===== src/rtl/osc_phase_acc.sv =====
`default_nettype none
// ============================================================================
// Module   : osc_phase_acc
// Purpose  : Time-multiplexed 32-bit phase accumulators for VOICES x V_OSC
//            oscillator slots. One slot is updated per cycle with a 2-cycle
//            capture -> read/add -> write/output pipeline. Supports per-voice
//            key restart (note_on), per-oscillator hard sync to osc 0 of the
//            same voice, and a sticky frame slot-count error flag.
// Ports    : clk, iRST_N (async, active-low)
//            frame_start        - start-of-frame pulse
//            slot_valid/slot_idx/osc_pitch_val - slot increment input
//            note_on/note_voice - restart all oscillators of a voice
//            sync_en            - per-osc hard-sync enable (bit 0 unused)
//            phase_out/out_valid/out_idx/wrap - per-slot update result
//            frame_err          - sticky frame slot-count error
// Revision : 1.0 - initial release
// ============================================================================
module osc_phase_acc #(
  parameter int VOICES  = 8,
  parameter int V_OSC   = 4,
  parameter int V_WIDTH = 3,
  parameter int O_WIDTH = 2
) (
  input  logic                       clk,
  input  logic                       iRST_N,
  input  logic                       frame_start,
  input  logic                       slot_valid,
  input  logic [V_WIDTH+O_WIDTH-1:0] slot_idx,
  input  logic [23:0]                osc_pitch_val,
  input  logic                       note_on,
  input  logic [V_WIDTH-1:0]         note_voice,
  input  logic [V_OSC-1:0]           sync_en,
  output logic [15:0]                phase_out,
  output logic                       out_valid,
  output logic [V_WIDTH+O_WIDTH-1:0] out_idx,
  output logic                       wrap,
  output logic                       frame_err
);

  localparam int c_SLOTS = VOICES * V_OSC;
  localparam int c_AW    = (c_SLOTS > 1) ? $clog2(c_SLOTS) : 1;
  localparam int c_IW    = V_WIDTH + O_WIDTH;
  // one spare bit so a saturated count can never alias the expected count
  localparam int c_CW    = $clog2(c_SLOTS + 1) + 1;

  function automatic logic [c_AW-1:0] f_addr(input int v, input int o);
    return c_AW'(v * V_OSC + o);
  endfunction

  // ---------------------------------------------------------------- state
  logic [31:0]         r_acc [c_SLOTS];
  logic [c_SLOTS-1:0]  r_pend;
  logic [VOICES-1:0]   r_sync;

  // capture stage
  logic                r_s1_valid;
  logic [c_IW-1:0]     r_s1_idx;
  logic [23:0]         r_s1_inc;
  logic                r_s1_note;
  logic                r_s1_sync_en;

  // frame accounting
  logic [c_CW-1:0]     r_slot_cnt;
  logic                r_frame_seen;

  // ---------------------------------------------------------------- capture
  logic [V_WIDTH-1:0]  w_cap_voice;
  logic [O_WIDTH-1:0]  w_cap_osc;
  logic                w_cap_sync_en;

  assign w_cap_voice = slot_idx[c_IW-1:O_WIDTH];
  assign w_cap_osc   = slot_idx[O_WIDTH-1:0];

  always_comb begin
    w_cap_sync_en = 1'b0;
    for (int k = 0; k < V_OSC; k++) begin
      if (int'(w_cap_osc) == k) w_cap_sync_en = sync_en[k];
    end
  end

  always_ff @(posedge clk or negedge iRST_N) begin
    if (!iRST_N) begin
      r_s1_valid   <= 1'b0;
      r_s1_idx     <= '0;
      r_s1_inc     <= '0;
      r_s1_note    <= 1'b0;
      r_s1_sync_en <= 1'b0;
    end else begin
      r_s1_valid   <= slot_valid;
      r_s1_idx     <= slot_idx;
      r_s1_inc     <= osc_pitch_val;
      // a note_on landing with one of its own slots restarts that slot now
      r_s1_note    <= slot_valid && note_on && (note_voice == w_cap_voice);
      r_s1_sync_en <= w_cap_sync_en;
    end
  end

  // ---------------------------------------------------------------- read/add
  // The accumulator array is written at the end of this stage, so a slot
  // re-entering the stage on the very next cycle already reads fresh data.
  logic [V_WIDTH-1:0]  w_s1_voice;
  logic [O_WIDTH-1:0]  w_s1_osc;
  logic                w_s1_in_range;
  logic [c_AW-1:0]     w_s1_addr;
  logic                w_s1_restart;
  logic [31:0]         w_s1_inc_ext;
  logic [32:0]         w_s1_sum;
  logic [31:0]         w_s1_next;
  logic                w_s1_wrap;
  logic                w_s1_write;

  assign w_s1_voice   = r_s1_idx[c_IW-1:O_WIDTH];
  assign w_s1_osc     = r_s1_idx[O_WIDTH-1:0];
  assign w_s1_inc_ext = {r_s1_inc, 8'h00};

  always_comb begin
    w_s1_in_range = (int'(w_s1_voice) < VOICES) && (int'(w_s1_osc) < V_OSC);
    w_s1_addr     = w_s1_in_range ? f_addr(int'(w_s1_voice), int'(w_s1_osc)) : '0;
    w_s1_restart  = 1'b0;
    if (w_s1_in_range) begin
      w_s1_restart = r_s1_note || r_pend[w_s1_addr] ||
                     ((w_s1_osc != '0) && r_s1_sync_en && r_sync[w_s1_voice]);
    end
    w_s1_sum   = {1'b0, r_acc[w_s1_addr]} + {1'b0, w_s1_inc_ext};
    w_s1_next  = w_s1_restart ? w_s1_inc_ext : w_s1_sum[31:0];
    w_s1_wrap  = w_s1_restart ? 1'b0 : w_s1_sum[32];
    w_s1_write = r_s1_valid && w_s1_in_range;
  end

  // ---------------------------------------------------------------- write
  always_ff @(posedge clk or negedge iRST_N) begin
    if (!iRST_N) begin
      for (int i = 0; i < c_SLOTS; i++) r_acc[i] <= '0;
    end else if (w_s1_write) begin
      r_acc[w_s1_addr] <= w_s1_next;
    end
  end

  // Clear by the retiring slot first, then set by note_on, so a note_on that
  // arrives after a slot was read still leaves that slot pending.
  always_ff @(posedge clk or negedge iRST_N) begin
    if (!iRST_N) begin
      r_pend <= '0;
    end else begin
      if (w_s1_write) r_pend[w_s1_addr] <= 1'b0;
      if (note_on && (int'(note_voice) < VOICES)) begin
        for (int o = 0; o < V_OSC; o++) begin
          if (!(slot_valid && (w_cap_voice == note_voice) && (int'(w_cap_osc) == o)))
            r_pend[f_addr(int'(note_voice), o)] <= 1'b1;
        end
      end
    end
  end

  // frame_start wins: an osc 0 update retiring in that cycle belongs to the
  // frame that is ending.
  always_ff @(posedge clk or negedge iRST_N) begin
    if (!iRST_N) begin
      r_sync <= '0;
    end else if (frame_start) begin
      r_sync <= '0;
    end else if (w_s1_write && (w_s1_osc == '0) && w_s1_wrap) begin
      r_sync[w_s1_voice] <= 1'b1;
    end
  end

  always_ff @(posedge clk or negedge iRST_N) begin
    if (!iRST_N) begin
      phase_out <= '0;
      out_valid <= 1'b0;
      out_idx   <= '0;
      wrap      <= 1'b0;
    end else begin
      out_valid <= r_s1_valid;
      if (r_s1_valid) begin
        out_idx   <= r_s1_idx;
        phase_out <= w_s1_in_range ? w_s1_next[31:16] : 16'h0000;
        wrap      <= w_s1_in_range && w_s1_wrap;
      end
    end
  end

  // ---------------------------------------------------------------- frame check
  always_ff @(posedge clk or negedge iRST_N) begin
    if (!iRST_N) begin
      r_slot_cnt   <= '0;
      r_frame_seen <= 1'b0;
      frame_err    <= 1'b0;
    end else if (frame_start) begin
      if (r_frame_seen && (r_slot_cnt != c_CW'(c_SLOTS))) frame_err <= 1'b1;
      r_frame_seen <= 1'b1;
      r_slot_cnt   <= slot_valid ? c_CW'(1) : '0;
    end else if (slot_valid && (r_slot_cnt != '1)) begin
      r_slot_cnt <= r_slot_cnt + c_CW'(1);
    end
  end

endmodule
`default_nettype wire


===== config.mk =====
export PLATFORM = sky130hd
export DESIGN_NAME = osc_phase_acc
export DESIGN_NICKNAME = d
export VERILOG_FILES = /design/src/rtl/osc_phase_acc.sv
export SDC_FILE = /design/constraint.sdc
export NUM_CORES = 2
export LEC_CHECK = 0
export BUFFER_PORTS_ARGS = -buffer_cell sky130_fd_sc_hd__buf_2
export CAP_MARGIN = 20
export CORE_MARGIN = 2
export CORE_UTILIZATION = 53
export DETAILED_ROUTE_END_ITERATION = 16
export PLACE_DENSITY = 0.65
export SYNTH_ARGS = -nofsm -noshare
export SYNTH_HDL_FRONTEND = slang
export SYNTH_SLANG_ARGS = --single-unit

===== constraint.sdc =====
create_clock -name clk -period 5.38 [get_ports clk]
set_input_delay 0.269 -clock clk [delete_from_list [all_inputs] [get_ports clk]]
set_output_delay 0.269 -clock clk [all_outputs]
set_load 0.01 [all_outputs]

==> run summary <==
clk slew on worst S/H paths: 0.06 ns
total of max-cap violations: 0
dominant synthesized flop cell: dfrtp_1
Max VDD drop: 0.0003068 V
post-synthesis cell type count: 69
Buf/Inv on CP: 1
Die ar.: 75850 um2
register area: 21830 um2
layout cell share with drive strength beyond 1: 0.1711
Finished Layout Cells: 4606
Area contributors post-synth: dfrtp_1, mux4_2, o21ai_0
most used routing layer: met2
FF+latch count, synth: 872
syn avg cell area: 10.81 um2
Worst slew margin: 0.2440
Hold WS: 0.05037 ns
sequential share of power: 0.460
final WL: 117.1 mm
met3 usage in global routing: 0.06551
post-route ant nets: 0
CTS tree: done
path type of the worst min-delay path: input port to flop
IO Count: 65
latest clock arrival within the worst-skew pair: 0.68 ns
most frequent cell after synthesis: dfrtp_1
Synth top area share: 0.5589
Crit path largest cell delay: 0.85 ns
fillcell total: 5818
clk sinks: 872
Critical Path Source Type: flop
EDFF count, synth: 0
Port-buffer cells: 64
leakage power: 19.48 nW
internal power: 0.01380 W
largest net degree at the start of global routing: 178
worst-margin pin slew: 1.130 ns
initial antenna violation count: 1
Post-route DRC: 0
CTS buffer count: 90
status: complete, no violations
Core Area: 72960 um2
Clk pwr share: 0.318
Chip Width: 275.4 um
CP Cell Sequence: buf_4 -> mux4_2 -> a22oi_1 -> nand4_1 -> ha_1 -> a21oi_1 -> nand2_1 -> o21ai_0 -> a211oi_1 -> o211ai_1 -> a31oi_1 -> a21oi_4 -> a21oi_1
most common library cells after synthesis: dfrtp_1, nand2_1, o21ai_0
CP Data Required Time: 5.89 ns
post-synthesis sequential area ratio: 0.5589
minimum clock period: 5.087 ns
area occupied by multi-input gates: 15720 um2
grt met2 use: 0.4840
FF-to-FF Start: r_s1_idx[1]
CTS Root Cell: clkbuf_16
Final WS setup: 0.2927 ns
vias in the first global route: 29070
hpwl dp: 71.31 mm
Synth warnings: 0
power per cell area: 453.3 nW/um2
Die Ht: 275.4 um
first-pass detailed-route iteration total: 6
crit path DAT: 5.60 ns
Cell Rows: 99
fin. max-slew vios: 0
synthesized cell area: 39040 um2
Tot GR Track Use: 0.3148
logic gate share of total power: 0.222
fraction of registers with async set or reset after synthesis: 1.000
Net Count, Synth: 3681
Setup crit start: r_s1_idx[1]
starting density of the core: 0.5351
Avg Vias per Cell: 6.328
Setup Crit Path Kind: flop to flop
drt wl/cell: 25.42 um
final hold violations: 0
gpl congestion: 0.9073
clock skew: 0.03607 ns
critical path's slowest cell: a21oi_4
CP Capture Type: flop
cell count after synthesis: 3613
P_sw: 0.006075 W
Resize count post-CTS: 0
Post-Place Cells: 4401
crit share post-route: 0.9456
Pwr Total: 0.01988 W
via count of the routed design: 29150
CP Max Fanout: 41
worst slack at placement: 0.1245 ns
first-pass GRT wire length: 178.5 mm
f_max: 0.1966 GHz
TNS Setup: 0 ns
Sw Share: 0.3056
HP Start: note_voice[0]
Final nets: 3647
Max clock buf depth: 3
H-tree Lvls: 3
met1 Use GR: 0.4439
area grow syn2layout: 12.31%
RSZ-0062 raised after global routing: false
post-synth top area cell: dfrtp_1
total congestion overflow: 0
cell family contributing the most delay on the critical path: compound AO/OA/AOI/OAI gates
final setup vio count: 0
First DRT Iteration DRCs: 3415
most frequent CP cell: a21oi_1
-- final timing paths --
check	end	slack [ns]	depth (start not counted)
setup / recovery	r_acc[474]	0.29	13
hold / removal	r_pend[4]	0.05	3
setup reg to reg	r_acc[474]	0.29	13
hold reg to reg	r_acc[50]	0.47	2
max in group asynchronous	r_acc[233]	3.66	3
min in group asynchronous	r_s1_inc[1]	0.24	2
-- cell families after synthesis --
group,Yosys count,synth area share
AO/OA/AOI/OAI,1061,0.1567
XOR/XNOR,20,0.004487
adder cells (fa/ha/maj),27,0.008845
buffers and inverters,371,0.04253
flip-flops,872,0.5589
multiplexers,223,0.1199
AND/OR/NAND/NOR,1039,0.1086
-- final cells by class --
class                   instances  area share
multi-input cells            2370      0.3586
flip-flops and latches        872      0.4979
repair buffers                214     0.04434
clock inverters                21    0.006963
well taps                     959     0.02737
inverters                      31    0.002654
diodes                          1  0.00005707
clock buffers                 138     0.06215
-- metrics by stage --
stage,area (um2),util
global placement,40180,0.5507
floorplan,39040,-
CTS,43700,0.5990
global route,43840,0.6010
finish,43850,0.6010
detailed placement,40290,0.5522
-- what timing repair did --
action / 4_1_cts / 5_1_grt
endpoints found under the setup margin: 0 / 154
hold buffers: 38 / 0
setup buffers: 0 / 2
hold endpoints to repair: 114 / 0
-- sequential cells by signal (all words and copies together), names as in the netlist, 5 cells and up --
signal / flops
r_acc: 768
r_pend: 32
r_s1_inc: 24
phase_out: 16
r_sync: 8
r_slot_cnt: 7
out_idx: 5
r_s1_idx: 5
-- layer usage --
layer  wire length [um]  vias up
met5                 17        -
met4               4686        2
met3              10240      267
met2              53830     1311
met1              48290    14900
li1                   -    12670
-- power groups by stage --
stage	sequential [W]	combinational [W]	clock, W
after floorplan	0.00890	0.00320	0
after global placement	0.00908	0.00413	0
after detailed placement	0.00921	0.00433	0
after CTS	0.00911	0.00437	0.00641
after global routing	0.00931	0.00489	0.00665
final	0.00914	0.00441	0.00632
-- placed cells by master, fill, tap and decap left out, types with 38 or more instances in the layout --
cell type / n
o21ai_1: 70
clkbuf_16: 92
nand2_1: 631
buf_4: 83
o21ai_0: 510
dlygate4sd3_1: 38
buf_2: 63
dfrtp_1: 869
a22oi_1: 94
a21oi_1: 203
and3_1: 38
nor2_1: 239
mux4_2: 195
-- tightest hold or removal path, stage by stage --
cell and delay [ns]:
buf_2 0.13, nand2_1 0.16, o41ai_1 0.10
Power figures use the tool's default switching activity.
